===== config.mk =====
export PLATFORM = sky130hd
export DESIGN_NAME = cpu_pipe_ctrl_flat
export DESIGN_NICKNAME = d
export VERILOG_FILES = /design/src/rtl/cpu_pipe_ctrl_if.sv /design/src/rtl/cpu_pipe_ctrl.sv /design/src/flat_wrapper.sv
export SDC_FILE = /design/constraint.sdc
export NUM_CORES = 1
export LEC_CHECK = 0
export CAP_MARGIN = 20
export CORE_UTILIZATION = 43
export CTS_CLUSTER_SIZE = 12
export DETAILED_ROUTE_END_ITERATION = 7
export PLACE_DENSITY = 0.79
export SLEW_MARGIN = 25
export SYNTH_ARGS = -nofsm -noshare
export SYNTH_HDL_FRONTEND = slang
export SYNTH_SLANG_ARGS = --single-unit

===== constraint.sdc =====
create_clock -name cpu_clk -period 2.1 [get_ports cpu_clk]
set_clock_uncertainty 0.2 [all_clocks]
set_input_delay 0.21 -clock cpu_clk [delete_from_list [all_inputs] [get_ports cpu_clk]]
set_output_delay 0.21 -clock cpu_clk [all_outputs]
set_load 0.005 [all_outputs]

===== src/rtl/cpu_pipe_ctrl_if.sv =====
// Pipeline-side signal bundle for cpu_pipe_ctrl.
// The pipeline drives through the master modport. The controller uses the slave modport.
interface cpu_pipe_ctrl_if;
    logic        mem_busy;
    logic        ld_hazard;
    logic        mem_en;
    logic [29:0] mem_pc;
    logic [2:0]  mem_exp_code;
    logic [1:0]  mem_ctrl_op;
    logic [4:0]  mem_dst_addr;
    logic [31:0] mem_wdata;
    logic [7:0]  irq;
    logic [4:0]  creg_rd_addr;
    logic [31:0] creg_rd_data;
    logic        exe_mode;
    logic        if_stall;
    logic        id_stall;
    logic        ex_stall;
    logic        mem_stall;
    logic        if_flush;
    logic        id_flush;
    logic        ex_flush;
    logic        mem_flush;
    logic [29:0] new_pc;

    modport master (
        output mem_busy, ld_hazard, mem_en, mem_pc, mem_exp_code, mem_ctrl_op,
               mem_dst_addr, mem_wdata, irq, creg_rd_addr,
        input  creg_rd_data, exe_mode, if_stall, id_stall, ex_stall, mem_stall,
               if_flush, id_flush, ex_flush, mem_flush, new_pc
    );

    modport slave (
        input  mem_busy, ld_hazard, mem_en, mem_pc, mem_exp_code, mem_ctrl_op,
               mem_dst_addr, mem_wdata, irq, creg_rd_addr,
        output creg_rd_data, exe_mode, if_stall, id_stall, ex_stall, mem_stall,
               if_flush, id_flush, ex_flush, mem_flush, new_pc
    );
endinterface


===== src/rtl/cpu_pipe_ctrl.sv =====
// Five-stage pipeline controller. Produces per-stage stall/flush and owns the control registers.
// Exceptions, ERET, HALT/wake and interrupts all resolve at the MEM stage.
module cpu_pipe_ctrl (
    input  logic            cpu_clk,
    input  logic            cpu_rst,
    cpu_pipe_ctrl_if.slave  bus
);
    localparam logic [0:0] ST_RUN  = 1'b0;
    localparam logic [0:0] ST_HALT = 1'b1;

    localparam logic [1:0] OP_WRCR = 2'd1;
    localparam logic [1:0] OP_ERET = 2'd2;
    localparam logic [1:0] OP_HALT = 2'd3;

    localparam logic [4:0] CR_STATUS = 5'd0;
    localparam logic [4:0] CR_CAUSE  = 5'd1;
    localparam logic [4:0] CR_VECTOR = 5'd2;
    localparam logic [4:0] CR_EPC    = 5'd3;
    localparam logic [4:0] CR_MASK   = 5'd4;

    logic [0:0]  state;
    logic        ie;
    logic        mode;
    logic        saved_ie;
    logic        saved_mode;
    logic [2:0]  cause;
    logic [29:0] vector;
    logic [29:0] epc;
    logic [7:0]  mask;

    logic        int_pend;
    logic        take_exc;
    logic        do_wake;
    logic        do_eret;
    logic        do_halt;
    logic        do_wrcr;
    logic [2:0]  trap_code;
    logic [29:0] pc_plus1;

    assign int_pend = ie & (|(bus.irq & ~mask));
    assign pc_plus1 = bus.mem_pc + 30'd1;
    assign bus.exe_mode = mode;

    // Event decode in priority order. Stall and flush are never both raised for one stage.
    always_comb begin
        // NOTE: every signal gets a default first, so no path through the priority chain infers a latch.
        bus.if_stall  = 1'b0;
        bus.id_stall  = 1'b0;
        bus.ex_stall  = 1'b0;
        bus.mem_stall = 1'b0;
        bus.if_flush  = 1'b0;
        bus.id_flush  = 1'b0;
        bus.ex_flush  = 1'b0;
        bus.mem_flush = 1'b0;
        bus.new_pc    = 30'd0;
        take_exc      = 1'b0;
        do_wake       = 1'b0;
        do_eret       = 1'b0;
        do_halt       = 1'b0;
        do_wrcr       = 1'b0;
        trap_code     = 3'd1;

        if (cpu_rst) begin
            {bus.if_flush, bus.id_flush, bus.ex_flush, bus.mem_flush} = 4'hF;
        end else if (state == ST_HALT) begin
            if (int_pend) begin
                do_wake = 1'b1;
                {bus.if_flush, bus.id_flush, bus.ex_flush, bus.mem_flush} = 4'hF;
                bus.new_pc = vector;
            end else begin
                {bus.if_stall, bus.id_stall, bus.ex_stall, bus.mem_stall} = 4'hF;
            end
        end else if (bus.mem_busy) begin
            {bus.if_stall, bus.id_stall, bus.ex_stall, bus.mem_stall} = 4'hF;
        end else if (bus.mem_en && (bus.mem_exp_code != 3'd0 || int_pend)) begin
            take_exc  = 1'b1;
            trap_code = (bus.mem_exp_code != 3'd0) ? bus.mem_exp_code : 3'd1;
            {bus.if_flush, bus.id_flush, bus.ex_flush, bus.mem_flush} = 4'hF;
            bus.new_pc = vector;
        end else if (bus.mem_en && bus.mem_ctrl_op == OP_ERET) begin
            do_eret = 1'b1;
            {bus.if_flush, bus.id_flush, bus.ex_flush, bus.mem_flush} = 4'hF;
            bus.new_pc = epc;
        end else if (bus.mem_en && bus.mem_ctrl_op == OP_HALT) begin
            // The halting instruction itself retires, so the MEM register is left alone.
            do_halt = 1'b1;
            {bus.if_flush, bus.id_flush, bus.ex_flush} = 3'b111;
            bus.new_pc = pc_plus1;
        end else if (bus.mem_en && bus.mem_ctrl_op == OP_WRCR) begin
            do_wrcr = 1'b1;
        end else if (bus.ld_hazard) begin
            bus.if_stall = 1'b1;
            bus.id_flush = 1'b1;
        end
    end

    // NOTE: registered state uses non-blocking assignment only, so every read in this block sees the pre-edge value.
    always_ff @(posedge cpu_clk) begin
        if (cpu_rst) begin
            state      <= ST_RUN;
            ie         <= 1'b0;
            mode       <= 1'b0;
            saved_ie   <= 1'b0;
            saved_mode <= 1'b0;
            cause      <= 3'd0;
            vector     <= 30'd0;
            epc        <= 30'd0;
            mask       <= 8'd0;
        end else if (take_exc || do_wake) begin
            // A wake keeps the EPC that was saved when HALT retired.
            if (take_exc) epc <= bus.mem_pc;
            cause      <= trap_code;
            saved_ie   <= ie;
            saved_mode <= mode;
            ie         <= 1'b0;
            mode       <= 1'b0;
            state      <= ST_RUN;
        end else if (do_eret) begin
            ie   <= saved_ie;
            mode <= saved_mode;
        end else if (do_halt) begin
            epc   <= pc_plus1;
            state <= ST_HALT;
        end else if (do_wrcr) begin
            case (bus.mem_dst_addr)
                CR_STATUS: {saved_mode, saved_ie, mode, ie} <= bus.mem_wdata[3:0];
                CR_CAUSE:  cause  <= bus.mem_wdata[2:0];
                CR_VECTOR: vector <= bus.mem_wdata[31:2];
                CR_EPC:    epc    <= bus.mem_wdata[31:2];
                CR_MASK:   mask   <= bus.mem_wdata[7:0];
                default:   ;
            endcase
        end
    end

    // The read port has no write bypass. A WRCR becomes visible in the following cycle.
    always_comb begin
        bus.creg_rd_data = 32'd0;
        case (bus.creg_rd_addr)
            CR_STATUS: bus.creg_rd_data = {28'd0, saved_mode, saved_ie, mode, ie};
            CR_CAUSE:  bus.creg_rd_data = {29'd0, cause};
            CR_VECTOR: bus.creg_rd_data = {vector, 2'b00};
            CR_EPC:    bus.creg_rd_data = {epc, 2'b00};
            CR_MASK:   bus.creg_rd_data = {24'd0, mask};
            default:   bus.creg_rd_data = 32'd0;
        endcase
    end
endmodule


===== src/flat_wrapper.sv =====
// flat-port wrapper written by rule: the top's interface ports become plain ports
module cpu_pipe_ctrl_flat 
  (cpu_clk, cpu_rst, bus_mem_busy, bus_ld_hazard, bus_mem_en, bus_mem_pc, bus_mem_exp_code, bus_mem_ctrl_op, bus_mem_dst_addr, bus_mem_wdata, bus_irq, bus_creg_rd_addr, bus_creg_rd_data, bus_exe_mode, bus_if_stall, bus_id_stall, bus_ex_stall, bus_mem_stall, bus_if_flush, bus_id_flush, bus_ex_flush, bus_mem_flush, bus_new_pc);
  cpu_pipe_ctrl_if bus_i ();
  input  logic cpu_clk;
  input  logic cpu_rst;
  input wire logic [$bits(bus_i.mem_busy)-1:0] bus_mem_busy;
  input wire logic [$bits(bus_i.ld_hazard)-1:0] bus_ld_hazard;
  input wire logic [$bits(bus_i.mem_en)-1:0] bus_mem_en;
  input wire logic [$bits(bus_i.mem_pc)-1:0] bus_mem_pc;
  input wire logic [$bits(bus_i.mem_exp_code)-1:0] bus_mem_exp_code;
  input wire logic [$bits(bus_i.mem_ctrl_op)-1:0] bus_mem_ctrl_op;
  input wire logic [$bits(bus_i.mem_dst_addr)-1:0] bus_mem_dst_addr;
  input wire logic [$bits(bus_i.mem_wdata)-1:0] bus_mem_wdata;
  input wire logic [$bits(bus_i.irq)-1:0] bus_irq;
  input wire logic [$bits(bus_i.creg_rd_addr)-1:0] bus_creg_rd_addr;
  output wire logic [$bits(bus_i.creg_rd_data)-1:0] bus_creg_rd_data;
  output wire logic [$bits(bus_i.exe_mode)-1:0] bus_exe_mode;
  output wire logic [$bits(bus_i.if_stall)-1:0] bus_if_stall;
  output wire logic [$bits(bus_i.id_stall)-1:0] bus_id_stall;
  output wire logic [$bits(bus_i.ex_stall)-1:0] bus_ex_stall;
  output wire logic [$bits(bus_i.mem_stall)-1:0] bus_mem_stall;
  output wire logic [$bits(bus_i.if_flush)-1:0] bus_if_flush;
  output wire logic [$bits(bus_i.id_flush)-1:0] bus_id_flush;
  output wire logic [$bits(bus_i.ex_flush)-1:0] bus_ex_flush;
  output wire logic [$bits(bus_i.mem_flush)-1:0] bus_mem_flush;
  output wire logic [$bits(bus_i.new_pc)-1:0] bus_new_pc;
  assign bus_i.mem_busy = bus_mem_busy;
  assign bus_i.ld_hazard = bus_ld_hazard;
  assign bus_i.mem_en = bus_mem_en;
  assign bus_i.mem_pc = bus_mem_pc;
  assign bus_i.mem_exp_code = bus_mem_exp_code;
  assign bus_i.mem_ctrl_op = bus_mem_ctrl_op;
  assign bus_i.mem_dst_addr = bus_mem_dst_addr;
  assign bus_i.mem_wdata = bus_mem_wdata;
  assign bus_i.irq = bus_irq;
  assign bus_i.creg_rd_addr = bus_creg_rd_addr;
  assign bus_creg_rd_data = bus_i.creg_rd_data;
  assign bus_exe_mode = bus_i.exe_mode;
  assign bus_if_stall = bus_i.if_stall;
  assign bus_id_stall = bus_i.id_stall;
  assign bus_ex_stall = bus_i.ex_stall;
  assign bus_mem_stall = bus_i.mem_stall;
  assign bus_if_flush = bus_i.if_flush;
  assign bus_id_flush = bus_i.id_flush;
  assign bus_ex_flush = bus_i.ex_flush;
  assign bus_mem_flush = bus_i.mem_flush;
  assign bus_new_pc = bus_i.new_pc;
  cpu_pipe_ctrl u_core (.cpu_clk(cpu_clk), .cpu_rst(cpu_rst), .bus(bus_i));
endmodule

==> results of run 1 <==
==> cell families after synthesis <==
logic type / count (synthesis)
buffers and inverters: 73
AO/OA/AOI/OAI: 241
multiplexers: 10
XOR/XNOR: 27
AND/OR/NAND/NOR: 278
adder cells (fa/ha/maj): 1
flip-flops: 76
==> power groups by stage <==
stage | clock network, mW | logic, mW | registers [mW]
after global placement | 0 | 0.681 | 1.53
after global routing | 1.59 | 0.947 | 1.51
after CTS | 1.51 | 0.779 | 1.50
after detailed placement | 0 | 0.696 | 1.53
after floorplan | 0 | 0.257 | 1.53
final | 1.54 | 0.919 | 1.51
==> cell type report <==
cell class | instances | area (µm²) | area share (%)
sequential | 76 | 1530 | 15.2
timing repair buffer | 396 | 3760 | 37.2
tap | 143 | 179 | 1.77
clock buffer | 9 | 225 | 2.23
inverter | 15 | 56.3 | 0.558
clock inverter | 7 | 58.8 | 0.582
multi-input combinational | 557 | 4290 | 42.4
==> per-layer routing <==
layer	vias up	part of all wire [%]	wire [µm]	GRT usage, %
met5	-	0	0	0
met4	0	8.9	2780	24.8
met2	894	45	14100	70.8
li1	3339	-	-	-
met3	328	12	3880	9.40
met1	3806	34	10600	46.6
==> sequential cells by signal, summed over array words and instances (netlist names) <==
name and count:
u_core.bus.exe_mode 1, u_core.cause 3, u_core.epc 30, u_core.ie 1, u_core.mask 8, u_core.saved_ie 1, u_core.saved_mode 1, u_core.state 1
u_core.vector 30
==> cells in the mapped netlist, drive strengths merged, types with 11 or more instances <==
| master | number |
|---|---|
| nand2 | 106 |
| nor2 | 78 |
| dfxtp | 76 |
| a21oi | 58 |
| o21ai | 38 |
| clkbuf | 35 |
| a222oi | 27 |
| a22o | 26 |
| buf | 23 |
| nor3 | 20 |
| xnor2 | 20 |
| a311oi | 17 |
| a211oi | 15 |
| a22oi | 15 |
| inv | 15 |
| nand3 | 13 |
| a31oi | 12 |
| and3 | 11 |
| nand2b | 11 |
==> worst max-delay path, cell delays in order (launching register included) <==
cell and delay (ns):
dfxtp_2 0.35, nand2b_4 0.15, o2111ai_4 0.17, o21a_4 0.28, buf_6 0.13, a21oi_4 0.20, nor2_4 0.10, buf_8 0.16
buf_8 0.14, a222oi_1 0.30, nor2_1 0.09, clkbuf_2 0.12
==> worst max path at each step <==
stage | slack [ns] | cells after the start | to
3_5_place_dp | -1.08 | 10 | bus_new_pc[21]
6_report | -0.84 | 11 | bus_new_pc[25]
3_3_place_gp | -1.06 | 10 | bus_new_pc[27]
4_1_cts | -0.62 | 10 | bus_new_pc[2]
5_1_grt | -0.87 | 13 | u_core.epc[22]
2_1_floorplan | -0.11 | 7 | u_core.epc[19]
==> placed cells by master, fill, tap and decap left out, drive strengths merged, types with 9 or more instances in the layout <==
cell type and count:
a211oi 15, a21o 9, a21oi 58, a222oi 27, a22o 26, a22oi 15
a311oi 17, a31oi 12, and3 11, buf 269, clkbuf 22, clkdlybuf4s50 60
dfxtp 76, dlygate4sd2 43, inv 19, mux2i 9, nand2 106, nand2b 11
nand3 13, nand4 9, nor2 78, nor3 20, o21ai 38, o21bai 9
xnor2 20
==> stage by stage <==
| step | total power [mW] | hold WS [ns] | util [%] | instances | instance area (µm²) |
|---|---|---|---|---|---|
| 2_1_floorplan | 1.78 | 0.143 | - | 706 | 5330 |
| 3_3_place_gp | 2.21 | 0.251 | 69.4 | 1103 | 8090 |
| 3_5_place_dp | 2.23 | 0.265 | 69.4 | 1103 | 8090 |
| 4_1_cts | 3.79 | 0.146 | 80.5 | 1177 | 9390 |
| 5_1_grt | 4.05 | 0.173 | 86.6 | 1203 | 10100 |
| 6_report | 3.97 | 0.165 | 86.6 | 1203 | 10100 |
==> timing repair <==
action | 4_1_cts | 5_1_grt
pin swaps | 137 | 107
hold buffers | 0 | 0
buffers inserted | 47 | 36
endpoints found under the hold margin | 0 | 0
gates resized for setup | 352 | 208
setup endpoints to repair | 146 | 143
gates cloned | 12 | 3
==> impl_summary.txt, run 1 <==
----------------------------------------------------
[Synth]
  Portion of netlist area occupied by mux cells ... 1.93%
  Post-synth net total ... 797
  Per-instance average area after synthesis ... 7.43 µm²
  Proportion of synthesized chip area in sequential cells ... 29.0%
  Post-synthesis instance total ... 706
  Synthesized-area fraction occupied by ao, oa, aoi and oai cells ... 32.7%
  Asr flop ratio synth ... 0%
  Number of distinct standard cells referenced by the synthesized netlist ... 57
  Post-synth top area share ... 29.0%
  Total of warnings raised by yosys ... 0
  Area share of fa/ha/maj cells after synthesis ... 0.239%
  Cell Area, Synth ... 5240 µm²
  EDFF count, synth ... 0
  XOR/XNOR share of the synthesized area ... 4.51%
  Most used DFF post-synth ... dfxtp_1
  Synth top area cells ... dfxtp_1 29%, nand2_1 7.6%, a21oi_1 5.5%
  Dominant combinational cell family by area after synthesis ... compound AO/OA/AOI/OAI gates
  Simple-gate share of the synthesized area ... 25.3%
  Yosys reg bits ... 76
  Cell type with the largest total area after synthesis ... dfxtp_1

[Routing]
  Antenna viol nets, final ... 0
  Count of routing violations after the opening detailed-route iteration ... 1541
  Remaining design rule violation count ... 3
  Routed via count divided by cell count ... 6.96
  Average wire per standard cell ... 26.1 µm
  Vias after detailed routing ... 8367
  Total wire length ... 31.4 mm
  First-pass detailed-route iteration total ... 8

[Pwr]
  Relative contribution of the clock network to total power ... 38.8%
  Part of the power in combinational logic ... 23.1%
  PwrDens ... 393 nW/µm²
  Max rail drop VDD ... 471 µV
  Reg power frac ... 38.1%
  Reported net switching power ... 1.22 mW
  Leak ... 4.36 nW
  Switching power as a share of total power ... 30.8%
  Internal power ... 2.75 mW

[Place]
  Hpwl dp ... 16.0 mm
  Pre-CTS setup slack ... -1.08 ns
  Weighted congestion at the end of routability-driven global placement ... 0.960
  Number of buffers inserted by port buffering ... 160

[Global routing]
  GRT Resource Usage Total ... 41.2%
  Initial antenna violation count ... 0
  Number of global-route vias before repair ... 7649
  Maximum number of pins on one net before global-route repair ... 53
  First-pass GRT wire length ... 40.3 mm
  Global route overflow ... 0

[Clock tree]
  TritonCTS Buffers ... 9
  Total number of H-tree levels ... 3
  Skew-Pair Late Insertion Delay ... 0.35 ns
  TritonCTS clock tree ... built
  Clock Sink Count ... 76
  Master cell of the clock root buffer ... clkbuf_16
  Clock transition time at the flip-flop clock pins of the worst setup and hold paths ... 0.07 ns
  Maximum buffer depth of the clock tree ... 2

[Status]
  Status ... complete, but fails checks
  Failing checks ... DRC, setup timing

[Hold path]
  Hold path cells ... 4
  Origin of the worst min-delay path ... bus_mem_pc[18]
  Worst hold path type ... in2reg
  Endpoint with the worst hold slack ... u_core.epc[18]

[Final layout]
  Fraction of layout instances using a drive strength above 1 ... 44.4%
  Growth of design area from synthesis to finish ... 92.6%
  Final #Nets ... 1146
  Fill cell count ... 570
  Ant. Diodes ... 0

[Floorplan]
  Core box area ... 11700 µm²
  I/O pin count ... 161
  Die area ... 12600 µm²
  Row count ... 39
  Vertical die dimension ... 112 µm
  Effective utilization at floorplan ... 45.0%
  Floorplan die width ... 112 µm

[Timing]
  Setup repair after global routing missed its margin ... yes
  Total negative slack ... -64.10 ns
  Number of slew-limit violations in the final report ... 0
  Final WS setup ... -0.844 ns
  Final count of hold timing violations ... 0
  Clock period minus worst slack ... 2.94 ns
  F_max ... 0.340 GHz
  Worst-case headroom to the max-slew limit ... 69.2%
  Final critical-path share of the clock period ... 140%
  Final setup violation count ... 115
  Worst Max-Slew Pin Slew ... 0.458 ns

[Critical path]
  Critical path peak fanout ... 8
  Depth of the most critical reg-to-reg path ... 12
  Critical path arrival ... 2.53 ns
  Required time at the worst-slack endpoint ... 1.69 ns
  Worst reg2reg endpoint ... u_core.epc[1]
  Critical Path Start Type ... flop
  Register-to-register setup slack ... -0.71 ns
  Crit path from ... u_core.mask[1]
  Launch point of the worst reg-to-reg path ... u_core.mask[1]
  Endpoint kind of the worst setup timing path ... output port
  Crit path kind ... reg2out

[Flow run]
  Number of maximum-capacitance constraint violations ... 0

----------------------------------------------------
No activity file was read; power rests on OpenSTA's default activity.
==> inputs of run 2 (changes only) <==
Settings changed: ABC_AREA set to 0, TNS_END_PERCENT set to 5.
==> run 2 against run 1 <==
Power decreased by 5.8%. Die area unchanged. Sequential power about the same. First-iteration DRC count decreased by 12%. Register-to-register slack improved by 0.14 ns. Wire length decreased by 18%. Critical path depth decreased by 1. Combinational power decreased by 12%. The run still ends with DRC, setup timing left. Maximum frequency increased by 5.1%. Design area decreased by 10%. Highest routed layer unchanged. Clock power decreased by 7%.
==> impl_summary.txt, run 2 (synthesis results as in run 1) <==
----------------------------------------------------
[Critical path]
  List of cells traversed by the critical path ... nand2b_4, o2111ai_4, o21a_4, buf_6, a21oi_4, nor2_4, buf_12, a222oi_1, nor2_1, clkdlybuf4s15_2
  Critical path arrival ... 2.39 ns (-0.14 ns)
  Cell with the biggest individual delay on the critical path ... dfxtp_2
  Critical Path Start Type ... flop
  Crit path kind ... reg2out
  Endpoint kind of the worst setup timing path ... output port
  Required time at the worst-slack endpoint ... 1.69 ns (about the same)
  Max incr delay on CP ... 0.33 ns (-0.02 ns)
  Critical path peak fanout ... 8 (unchanged)
  Crit path buffers/inverters ... 3 (-1)
  Critical path's top delay family ... compound AO/OA/AOI/OAI gates

[Clock tree]
  Master cell of the clock root buffer ... clkbuf_16
  Clock transition time at the flip-flop clock pins of the worst setup and hold paths ... 0.06 ns (about the same)
  Skew-Pair Late Insertion Delay ... 0.35 ns (about the same)
  TritonCTS Buffers ... 9 (unchanged)
  Clock Sink Count ... 76 (unchanged)
  Maximum buffer depth of the clock tree ... 2 (unchanged)
  TritonCTS clock tree ... built
  Total number of H-tree levels ... 3 (unchanged)

[Floorplan]
  Vertical die dimension ... 112 µm (unchanged)
  Die area ... 12600 µm² (unchanged)
  Floorplan die width ... 112 µm (unchanged)
  Row count ... 39 (unchanged)
  Core box area ... 11700 µm² (unchanged)
  I/O pin count ... 161 (unchanged)
  Effective utilization at floorplan ... 45.0% (unchanged)

[Final layout]
  Post-layout utilization of the core ... 77.9% (-8.7 points)
  Growth of design area from synthesis to finish ... 73.3%
  Largest regs ... u_core.epc (30), u_core.vector (30), u_core.mask (8)
  Commonest non-fill, non-tap cells in the layout ... 148 x buf_4, 104 x nand2_1, 71 x nor2_1
  Fraction of layout instances using a drive strength above 1 ... 34.6% (-9.9 points)
  Most common library cell in the layout ignoring fill and taps ... buf_4
  Ant. Diodes ... 0 (unchanged)
  Final #Nets ... 1097 (-4.3%)
  Final cell area excluding filler cells ... 9090 µm² (-10%)

[Global routing]
  Global route overflow ... 0 (unchanged)
  Initial antenna violation count ... 0 (unchanged)
  GRT Resource Usage Total ... 39.5% (-1.6 points)
  First-pass GRT wire length ... 38.9 mm (-3.4%)
  Number of global-route vias before repair ... 7632 (-0.22%)
  Maximum number of pins on one net before global-route repair ... 35 (-34%)

[Pwr]
  PwrDens ... 412 nW/µm² (+4.7%)
  Max rail drop VDD ... 292 µV (-38%)
  Leak ... 3.83 nW (-12%)
  Total power ... 3.74 mW (-5.8%)

[Timing]
  Setup repair after global routing missed its margin ... yes
  Number of slew-limit violations in the final report ... 0 (unchanged)
  Worst-case headroom to the max-slew limit ... 70.7% (+1.5 points)
  Worst Max-Slew Pin Slew ... 0.440 ns (-0.0187 ns)
  Total negative slack ... -52.81 ns (+11.29 ns)
  Clock period minus worst slack ... 2.80 ns (-0.142 ns)
  F_max ... 0.357 GHz (+5.1%)
  Final critical-path share of the clock period ... 133% (-6.8 points)
  Final WS setup ... -0.702 ns (+0.142 ns)
  Final count of hold timing violations ... 0 (unchanged)
  Final setup violation count ... 118 (+2.6%)

[Routing]
  First-pass detailed-route iteration total ... 8 (unchanged)
  Total wire length ... 25.8 mm (-18%)
  Count of routing violations after the opening detailed-route iteration ... 1355 (-12%)
  Routed via count divided by cell count ... 6.57 (-5.5%)
  Vias after detailed routing ... 7579 (-9.4%)
  Antenna viol nets, final ... 0 (unchanged)
  Remaining design rule violation count ... 1 (-2)
  Average wire per standard cell ... 22.4 µm (-14%)

[Status]
  Failing checks ... DRC, setup timing
  Status ... complete, but fails checks

[Place]
  Weighted congestion at the end of routability-driven global placement ... 0.905 (-5.7%)
  Number of buffers inserted by port buffering ... 160 (unchanged)
  Total placed instance area ... 8070 µm² (-0.36%)
  Hpwl dp ... 15.4 mm (-3.8%)

[Flow run]
  Number of maximum-capacitance constraint violations ... 0 (unchanged)

[Hold path]
  Worst hold path type ... in2reg

----------------------------------------------------
-- run 2: cell types whose count changed in the layout (fill, tap and decap cells not counted), moves of 8 or more --
cell and change:
nor2_2 -8, buf_2 -8, o21ai_0 +11, clkdlybuf4s15_1 +8, buf_6 -35, nand2_1 +32, buf_8 -10, nand2_2 -12
nor2_1 +12, nand2_4 -20
-- run 2: worst reg2reg max path: stages, from the launching register on --
cell	delay, ns
dfxtp_2	0.33
nand2b_4	0.12
o2111ai_4	0.15
o21a_4	0.28
buf_6	0.14
buf_4	0.13
or4_4	0.51
o21ai_4	0.19
buf_12	0.19
nor2_1	0.06
a211oi_1	0.28
-- run 2: what timing repair did --
action / CTS / global route
hold buffers: 1 / 1
pin swaps: 110 / 46
resized for setup: 271 / 82
setup buffers: 29 / 4
setup endpoints to repair: 146 / 134
gates cloned: 5 / 0
endpoints found under the hold margin: 1 / 1
-- run 2: worst paths after layout --
check                                       start                end  slack, ns  cells after the start
worst min register to register  u_core.vector[18]  u_core.vector[18]       0.27                      2
worst max register to register     u_core.mask[0]      u_core.epc[3]      -0.57                     10
worst max-delay path               u_core.mask[0]      bus_new_pc[2]      -0.70                     10
worst min-delay path                      cpu_rst    u_core.cause[2]       0.03                      3
-- run 2: per-layer routing --
layer | share of wire [%] | track usage [%] | up-vias
met2 | 47 | 65.7 | 685
met5 | 0 | 0 | -
li1 | - | - | 3232
met4 | 6.2 | 28.5 | 0
met1 | 35 | 45.6 | 3478
met3 | 12 | 7.88 | 184
-- run 2: cell type report --
type                            count  area [µm²]
Fill cell                         748        2570
Inverter                           15        56.3
Timing Repair Buffer              347        3170
Sequential cell                    76        1530
Tap cell                          143         179
Clock inverter                      3        15.0
Multi-Input combinational cell    557        3900
Clock buffer                       12         236
-- run 2: stage by stage --
step | hold slack, ns | cells | setup WS (ns)
4_1_cts | 0.0205 | 1152 | -0.618
3_3_place_gp | 0.251 | 1102 | -1.07
3_5_place_dp | 0.262 | 1102 | -1.14
6_report | 0.0344 | 1153 | -0.702
5_1_grt | 0.0331 | 1153 | -0.820
2_1_floorplan | 0.143 | 706 | -0.111
-- run 2: report_power, final --
group	switching (mW)	internal [mW]	total, mW
logic	0.402	0.403	0.805
clock network	0.638	0.790	1.43
registers	0.0337	1.48	1.51
total	1.07	2.67	3.74
